## src/rtl/alu_pkg.sv

```systemverilog
// alu_pkg
//   Shared definitions for the ALU command controller slice:
//   - alu_op_e   : ALU operation select codes (AND=0 .. SHL=7)
//   - FLAG_*     : bit positions of the flags inside the packed {N, V, C, Z} nibble
//   - alu_cmd_t  : packed command word (operands + op), tag is carried alongside
//   - pack_flags : builds the {N, V, C, Z} nibble from the ALU's individual flag bits
package alu_pkg;

  typedef enum logic [2:0] {
    ALU_AND = 3'd0,
    ALU_OR  = 3'd1,
    ALU_XOR = 3'd2,
    ALU_ADD = 3'd3,
    ALU_SUB = 3'd4,
    ALU_NOR = 3'd5,
    ALU_SHR = 3'd6,
    ALU_SHL = 3'd7
  } alu_op_e;

  localparam int FLAG_N = 3;
  localparam int FLAG_V = 2;
  localparam int FLAG_C = 1;
  localparam int FLAG_Z = 0;

  // The tag width is a per-instance parameter, so it is not part of this struct;
  // the controller appends it below the struct when storing a command.
  typedef struct packed {
    logic [7:0] a;
    logic [7:0] b;
    alu_op_e    op;
  } alu_cmd_t;

  function automatic logic [3:0] pack_flags(input logic n, input logic v,
                                            input logic c, input logic z);
    logic [3:0] f;
    f         = 4'b0000;
    f[FLAG_N] = n;
    f[FLAG_V] = v;
    f[FLAG_C] = c;
    f[FLAG_Z] = z;
    return f;
  endfunction

endpackage

```

## src/rtl/sync_fifo.sv

```systemverilog
// sync_fifo
//   Single-clock FIFO used for both the command and the response queue.
//   Pointers carry one extra bit so that full (count == DEPTH) and empty
//   (count == 0) are distinguishable; the occupancy is their difference.
//   Pushes while full and pops while empty are ignored.
// Ports
//   clk, reset      : clock, asynchronous active-high reset (empties the FIFO)
//   push, push_data : write request and data
//   pop             : remove the head entry
//   pop_data        : current head entry (meaningful only when count != 0)
//   count           : number of stored entries, 0..DEPTH
module sync_fifo
  import alu_pkg::*;
#(
  parameter int WIDTH = 8,
  parameter int DEPTH = 4
) (
  input  logic                     clk,
  input  logic                     reset,
  input  logic                     push,
  input  logic [WIDTH-1:0]         push_data,
  input  logic                     pop,
  output logic [WIDTH-1:0]         pop_data,
  output logic [$clog2(DEPTH):0]   count
);

  localparam int AW = $clog2(DEPTH);
  localparam logic [AW:0] FULL_CNT = (AW+1)'(DEPTH);
  localparam logic [AW:0] ZERO_CNT = (AW+1)'(0);
  localparam logic [AW:0] ONE_CNT  = (AW+1)'(1);

  logic [WIDTH-1:0] mem_r [DEPTH];
  logic [AW:0]      wr_ptr_r;
  logic [AW:0]      rd_ptr_r;
  logic [AW:0]      count_s;
  logic             wr_en_s;
  logic             rd_en_s;

  assign count_s  = wr_ptr_r - rd_ptr_r;
  assign wr_en_s  = push && (count_s != FULL_CNT);
  assign rd_en_s  = pop && (count_s != ZERO_CNT);
  assign count    = count_s;
  assign pop_data = mem_r[rd_ptr_r[AW-1:0]];

  // Read/write pointers; they wrap naturally modulo 2*DEPTH.
  always_ff @(posedge clk or posedge reset) begin
    if (reset) begin
      wr_ptr_r <= ZERO_CNT;
      rd_ptr_r <= ZERO_CNT;
    end else begin
      if (wr_en_s) begin
        wr_ptr_r <= wr_ptr_r + ONE_CNT;
      end
      if (rd_en_s) begin
        rd_ptr_r <= rd_ptr_r + ONE_CNT;
      end
    end
  end

  // Storage array; contents need no reset because reads are qualified by count.
  always_ff @(posedge clk) begin
    if (wr_en_s) begin
      mem_r[wr_ptr_r[AW-1:0]] <= push_data;
    end
  end

endmodule

```

## src/rtl/alu_cmd_ctrl.sv

```systemverilog
// alu_cmd_ctrl
//   Queues ALU commands, issues them one per cycle to an external ALU with
//   registered outputs, and queues the results (with their tags) for a
//   consumer. A credit check (response occupancy + in-flight op < DEPTH)
//   guarantees that every issued op has a response slot, so a stalled
//   consumer can never cause a result to be lost.
//   Handshake-to-response latency is 3 cycles with no stalls:
//   issue -> ALU register -> response FIFO write -> rsp_valid.
// Ports
//   clk, reset                        : clock, asynchronous active-high reset
//   cmd_valid/cmd_ready               : command handshake
//   cmd_a, cmd_b, cmd_op, cmd_tag     : command payload
//   alu_a, alu_b, alu_sel             : ALU inputs, zero when not issuing
//   alu_result, alu_zero/carry/
//     overflow/negative               : ALU registered outputs
//   rsp_valid/rsp_ready               : response handshake
//   rsp_result, rsp_flags {N,V,C,Z},
//     rsp_tag                         : response payload, zero when empty
//   done_cnt                          : responses delivered, wraps at 8 bits
module alu_cmd_ctrl
  import alu_pkg::*;
#(
  parameter int DEPTH = 4,
  parameter int TAG_W = 4
) (
  input  logic             clk,
  input  logic             reset,
  input  logic             cmd_valid,
  output logic             cmd_ready,
  input  logic [7:0]       cmd_a,
  input  logic [7:0]       cmd_b,
  input  logic [2:0]       cmd_op,
  input  logic [TAG_W-1:0] cmd_tag,
  output logic [7:0]       alu_a,
  output logic [7:0]       alu_b,
  output logic [2:0]       alu_sel,
  input  logic [7:0]       alu_result,
  input  logic             alu_zero,
  input  logic             alu_carry,
  input  logic             alu_overflow,
  input  logic             alu_negative,
  output logic             rsp_valid,
  input  logic             rsp_ready,
  output logic [7:0]       rsp_result,
  output logic [3:0]       rsp_flags,
  output logic [TAG_W-1:0] rsp_tag,
  output logic [7:0]       done_cnt
);

  localparam int AW    = $clog2(DEPTH);
  localparam int CMD_W = $bits(alu_cmd_t) + TAG_W;
  localparam int RSP_W = 8 + 4 + TAG_W;
  localparam logic [AW:0]   FULL_CNT   = (AW+1)'(DEPTH);
  localparam logic [AW:0]   ZERO_CNT   = (AW+1)'(0);
  localparam logic [AW+1:0] CREDIT_LIM = (AW+2)'(DEPTH);

  logic [AW:0]        cmd_count_s;
  logic [AW:0]        rsp_count_s;
  logic               cmd_push_s;
  alu_cmd_t           cmd_push_fields_s;
  logic [CMD_W-1:0]   cmd_push_data_s;
  logic [CMD_W-1:0]   cmd_head_s;
  alu_cmd_t           cmd_head_fields_s;
  logic [TAG_W-1:0]   cmd_head_tag_s;
  logic [AW+1:0]      credit_use_s;
  logic               credit_s;
  logic               issue_s;
  logic [RSP_W-1:0]   rsp_push_data_s;
  logic [RSP_W-1:0]   rsp_head_s;
  logic               rsp_pop_s;
  logic               in_flight_r;
  logic [TAG_W-1:0]   tag_q_r;
  logic [7:0]         done_cnt_r;

  // Command side: ready only when not full, even if the head pops this cycle.
  assign cmd_ready  = (cmd_count_s != FULL_CNT);
  assign cmd_push_s = cmd_valid && cmd_ready;

  // Pack the incoming command as {struct, tag}.
  always_comb begin
    cmd_push_fields_s.a  = cmd_a;
    cmd_push_fields_s.b  = cmd_b;
    cmd_push_fields_s.op = alu_op_e'(cmd_op);
    cmd_push_data_s      = {cmd_push_fields_s, cmd_tag};
  end

  assign {cmd_head_fields_s, cmd_head_tag_s} = cmd_head_s;

  sync_fifo #(
    .WIDTH (CMD_W),
    .DEPTH (DEPTH)
  ) u_cmd_fifo (
    .clk       (clk),
    .reset     (reset),
    .push      (cmd_push_s),
    .push_data (cmd_push_data_s),
    .pop       (issue_s),
    .pop_data  (cmd_head_s),
    .count     (cmd_count_s)
  );

  // The in-flight op already owns a response slot, so it counts against credit.
  assign credit_use_s = {1'b0, rsp_count_s} + {{(AW+1){1'b0}}, in_flight_r};
  assign credit_s     = (credit_use_s < CREDIT_LIM);
  assign issue_s      = (cmd_count_s != ZERO_CNT) && credit_s;

  // ALU inputs follow the FIFO head while issuing and are held at zero otherwise.
  always_comb begin
    if (issue_s) begin
      alu_a   = cmd_head_fields_s.a;
      alu_b   = cmd_head_fields_s.b;
      alu_sel = cmd_head_fields_s.op;
    end else begin
      alu_a   = 8'h00;
      alu_b   = 8'h00;
      alu_sel = 3'd0;
    end
  end

  // The ALU result of last cycle's issue is written the cycle after issue.
  assign rsp_push_data_s = {alu_result,
                            pack_flags(alu_negative, alu_overflow, alu_carry, alu_zero),
                            tag_q_r};

  sync_fifo #(
    .WIDTH (RSP_W),
    .DEPTH (DEPTH)
  ) u_rsp_fifo (
    .clk       (clk),
    .reset     (reset),
    .push      (in_flight_r),
    .push_data (rsp_push_data_s),
    .pop       (rsp_pop_s),
    .pop_data  (rsp_head_s),
    .count     (rsp_count_s)
  );

  assign rsp_valid = (rsp_count_s != ZERO_CNT);
  assign rsp_pop_s = rsp_valid && rsp_ready;

  // Response payload is forced to zero when empty so stale storage never shows.
  always_comb begin
    if (rsp_valid) begin
      {rsp_result, rsp_flags, rsp_tag} = rsp_head_s;
    end else begin
      rsp_result = 8'h00;
      rsp_flags  = 4'b0000;
      rsp_tag    = {TAG_W{1'b0}};
    end
  end

  // Issue tracking (in-flight bit and its tag) and the delivered-response counter.
  always_ff @(posedge clk or posedge reset) begin
    if (reset) begin
      in_flight_r <= 1'b0;
      tag_q_r     <= {TAG_W{1'b0}};
      done_cnt_r  <= 8'h00;
    end else begin
      in_flight_r <= issue_s;
      if (issue_s) begin
        tag_q_r <= cmd_head_tag_s;
      end
      if (rsp_pop_s) begin
        done_cnt_r <= done_cnt_r + 8'd1;
      end
    end
  end

  assign done_cnt = done_cnt_r;

endmodule

```

## config.mk

```make
export PLATFORM = sky130hd
export DESIGN_NAME = alu_cmd_ctrl
export DESIGN_NICKNAME = d
export VERILOG_FILES = /design/src/rtl/alu_pkg.sv /design/src/rtl/sync_fifo.sv /design/src/rtl/alu_cmd_ctrl.sv
export SDC_FILE = /design/constraint.sdc
export NUM_CORES = 1
export LEC_CHECK = 0
export BUFFER_PORTS_ARGS = -buffer_cell sky130_fd_sc_hd__buf_4
export CAP_MARGIN = 20
export CORE_UTILIZATION = 35
export CTS_BUF_LIST = sky130_fd_sc_hd__clkbuf_8
export CTS_CLUSTER_DIAMETER = 200
export CTS_CLUSTER_SIZE = 40
export DETAILED_ROUTE_END_ITERATION = 10
export GPL_TIMING_DRIVEN = 0
export PLACE_DENSITY_LB_ADDON = 0.1
export SYNTH_ARGS = -nofsm -noshare
export SYNTH_HDL_FRONTEND = slang
export SYNTH_SLANG_ARGS = --single-unit
```

## constraint.sdc

```tcl
create_clock -name clk -period 4 [get_ports clk]
set_clock_uncertainty 0.2 [all_clocks]
set_input_delay 0.4 -clock clk [delete_from_list [all_inputs] [get_ports clk]]
set_output_delay 0.4 -clock clk [all_outputs]
set_load 0.005 [all_outputs]
```

==> results_dict.tcl <==
set metrics [dict create \
    die_area_um2 21350 \
    syn-cell-area_um2 7269 \
    hold_path_end "u_rsp_fifo.rd_ptr_r[2]$_DFFE_PP0P_" \
    dieWidth_um 146.1 \
    p_switching_uw 2632 \
    cp_max_fo 10 \
    required_ns 3.40 \
    start_util_pct 35.81 \
    clock_latency_ns 0.45 \
    start_kind "flop" \
    detail_route.vias_per_cell 4.589 \
    syn_inst 357 \
    outcome "finished, final reports clean" \
    drv_slew 0 \
    fin_cells 783 \
    drt_iter0_markers 136 \
    max_freq_ghz 0.2724 \
    switching_share_pct 34.40 \
    async_flop_share_pct 13.81 \
    cts_tree "yes" \
    r2r_cells 9 \
    ant_nets 0 \
    rsz0062_at_grt "false" \
    grt_util_all_layers_pct 13.91 \
    dp_hpwl_um 8786 \
    dpl_worst_slack_ns 0.2325 \
    dr.pass1.iters 4 \
    numCtsBuffers 17 \
    r2r_start "u_cmd_fifo.rd_ptr_r[1]$_DFFE_PP0P_" \
    drive_gt1_share_pct 36.84 \
    htreeDepth 4 \
    crit_type "flop to primary output" \
    port_buffers 83 \
    power.internal_uw 5020 \
    hp-start "rsp_ready" \
    r2r_slack_ns 0.60 \
    finalCriticalPeriod_ns 3.671 \
    hold_viol_final 0 \
    period_share_pct 91.77 \
    layout.nets 554 \
    utilization_pct 44.95 \
    holdCritPathClass "input pin to flop" \
    seqCellArea_um2 5310 \
    vdd_drop_max_mv 0.3618 \
    fp.dieH_um 146.1 \
    whs_ns 0.08085 \
    worstMarginPinSlew_ns 0.9209 \
    cts_root_buf "clkbuf_8" \
    synth_edf_count 156 \
    max-cap-violations 0 \
    cts_setup_buffers 0 \
    power.share.clock_pct 16.1 \
    multi_input_area_um2 1861 \
    yosysSeqAreaShare_pct 73.05 \
    grt_max_degree 20 \
    synth_fp_nets 411 \
    setup_viol 0 \
    end_kind "primary output" \
    r2r-end "u_cmd_fifo.mem_r[0][19]$_DFFE_PP_" \
    core_area_um2 20300 \
    hold_depth 3 \
    grt_pass1_vias 3954 \
    cts_sinks 181 \
    clk_pin_slew_ns 0.10 \
    overflow 0 \
    yosysWarnings 0 \
    ys_ff_latch 181 \
    diodes 0 \
    setup_ws_ns 0.3293 \
    grt_pass1_wl_um 21860 \
    dp_cells 715 \
    drc 0 \
    num-fill-cells 1838 \
    synth.distinct_cells 35 \
    wl_per_cell_um 17.49 \
    seq_power_share_pct 37.4 \
    clock_path_buffers 2 \
    slew_headroom_pct 38.61 \
    row_count 52 \
    ios 84 \
    synth_ff_type "edfxtp_1" \
    combinationalPowerShare_pct 46.5 \
    syn2layout_area_growth_pct 25.52 \
    antenna_found_initial 0 \
    crit_arrival_ns 3.07 \
    syn_area_per_cell_um2 20.36 \
    finalPower_uw 7652 \
    leakagePower_uw 0.003294 \
    routed_wl_um 13690 \
    vias 3593 \
    gp_congestion 0.6781 \
    powerDensity_nw_per_um2 838.6 \
]
## worst max path at each step
stage | startpoint | endpoint | slack (ns)
CTS | u_cmd_fifo.rd_ptr_r[1]$_DFFE_PP0P_ | alu_b[2] | 0.22
global route | u_cmd_fifo.rd_ptr_r[1]$_DFFE_PP0P_ | alu_b[2] | 0.08
global placement | u_cmd_fifo.rd_ptr_r[1]$_DFFE_PP0P_ | u_cmd_fifo.mem_r[3][15]$_DFFE_PP_ | -1.22
floorplan | u_cmd_fifo.rd_ptr_r[1]$_DFFE_PP0P_ | u_cmd_fifo.mem_r[3][0]$_DFFE_PP_ | 0.57
finish | u_cmd_fifo.rd_ptr_r[1]$_DFFE_PP0P_ | alu_b[2] | 0.33
detailed placement | u_cmd_fifo.rd_ptr_r[1]$_DFFE_PP0P_ | u_cmd_fifo.mem_r[0][15]$_DFFE_PP_ | 0.23
## area by class of cell
cell class / instances / area share [%]
clock inverters: 15 / 1.687
well taps: 270 / 3.702
plain buffers: 14 / 0.8090
flip-flops and latches: 181 / 58.19
repair buffers: 124 / 12.20
inverters: 11 / 0.4525
clock buffers: 17 / 2.564
multi-input cells: 151 / 20.39
## per-stage QoR
step / setup TNS (ns) / cell area (um2)
final: 0 / 9125
after global routing: 0 / 9125
after CTS: 0 / 9125
after detailed placement: 0 / 8376
after global placement: -32.64 / 8230
after floorplan: 0 / 7269
## state kept, by name, summed over array words and instances, names as in the netlist
| register | flops |
|---|---|
| u_rsp_fifo.rd_ptr_r | 3 |
| u_cmd_fifo.rd_ptr_r | 3 |
| u_cmd_fifo.mem_r | 92 |
| in_flight_r | 1 |
| u_cmd_fifo.wr_ptr_r | 3 |
| u_rsp_fifo.wr_ptr_r | 3 |
| u_rsp_fifo.mem_r | 64 |
| done_cnt | 8 |
| tag_q_r | 4 |
## power by group through the flow
stage	Combinational (uW)	Clock [uW]	Sequential [uW]
final	3560	1230	2860
after global routing	3920	1350	2920
after CTS	3690	1270	2870
after detailed placement	3640	0	2920
after global placement	3510	0	2900
after floorplan	2110	0	2850
## placed cells by master, fill, tap and decap left out, types with 8 or more instances in the layout
cell	synthesis	final
dlygate4sd3_1	0	36
mux2_2	8	8
mux4_2	39	39
edfxtp_1	156	156
nor2b_1	36	36
ha_1	14	14
buf_4	1	84
xor2_1	10	10
buf_2	7	8
clkbuf_8	0	17
dfrtp_1	25	25
inv_1	11	12
## metal layers
| metal | GRT usage [%] | part of all wire [%] | vias up | routed length [um] |
|---|---|---|---|---|
| li1 | - | - | 1673 | - |
| met1 | 17.01 | 44 | 1838 | 5977 |
| met2 | 24.19 | 52 | 69 | 7059 |
| met3 | 3.344 | 3.5 | 13 | 479 |
| met4 | 4.688 | 1.3 | 0 | 177 |
| met5 | 0 | 0 | - | 0 |
## synth_stat cells (all sizes together) (4+ instances only)
cell type / instances / area share (%)
nand2: 6 / 0.31
edfxtp: 156 / 64
mux2: 8 / 1.2
ha: 14 / 2.4
dfrtp: 25 / 8.6
nor3: 4 / 0.50
and2: 7 / 0.62
xor2: 10 / 1.2
inv: 11 / 0.57
xnor2: 7 / 1.0
nor2: 4 / 0.52
nor2b: 36 / 3.1
mux4: 39 / 12
buf: 11 / 0.84
## kinds of logic (layout without fill, tap and decap cells)
family | Yosys count | after routing | synth area share, %
flops | 181 | 181 | 73.05
simple gates | 64 | 64 | 5.732
mux | 47 | 47 | 13.32
buf+inv | 25 | 181 | 1.566
xor+xnor | 18 | 18 | 2.599
fa+ha+maj | 15 | 15 | 2.685
compound gates | 7 | 7 | 1.050
## critical path: stages (launching register included)
cell      delay, ns
dfrtp_1        0.35
clkbuf_1       0.32
buf_2          0.38
inv_1          0.09
ha_1           0.20
nor2b_1        0.18
xnor2_2        0.18
o21ai_4        0.32
buf_2          0.33
nor2b_1        0.12
buf_4          0.15
## timing repair
| item | 4_1_cts | 5_1_grt |
|---|---|---|
| hold buffers | 36 | 0 |
| gates resized for setup | 1 | 0 |
| endpoints found under the hold margin | 152 | 0 |
| setup endpoints to repair | 10 | 0 |
Note: power is estimated with default switching activity, not from simulation.
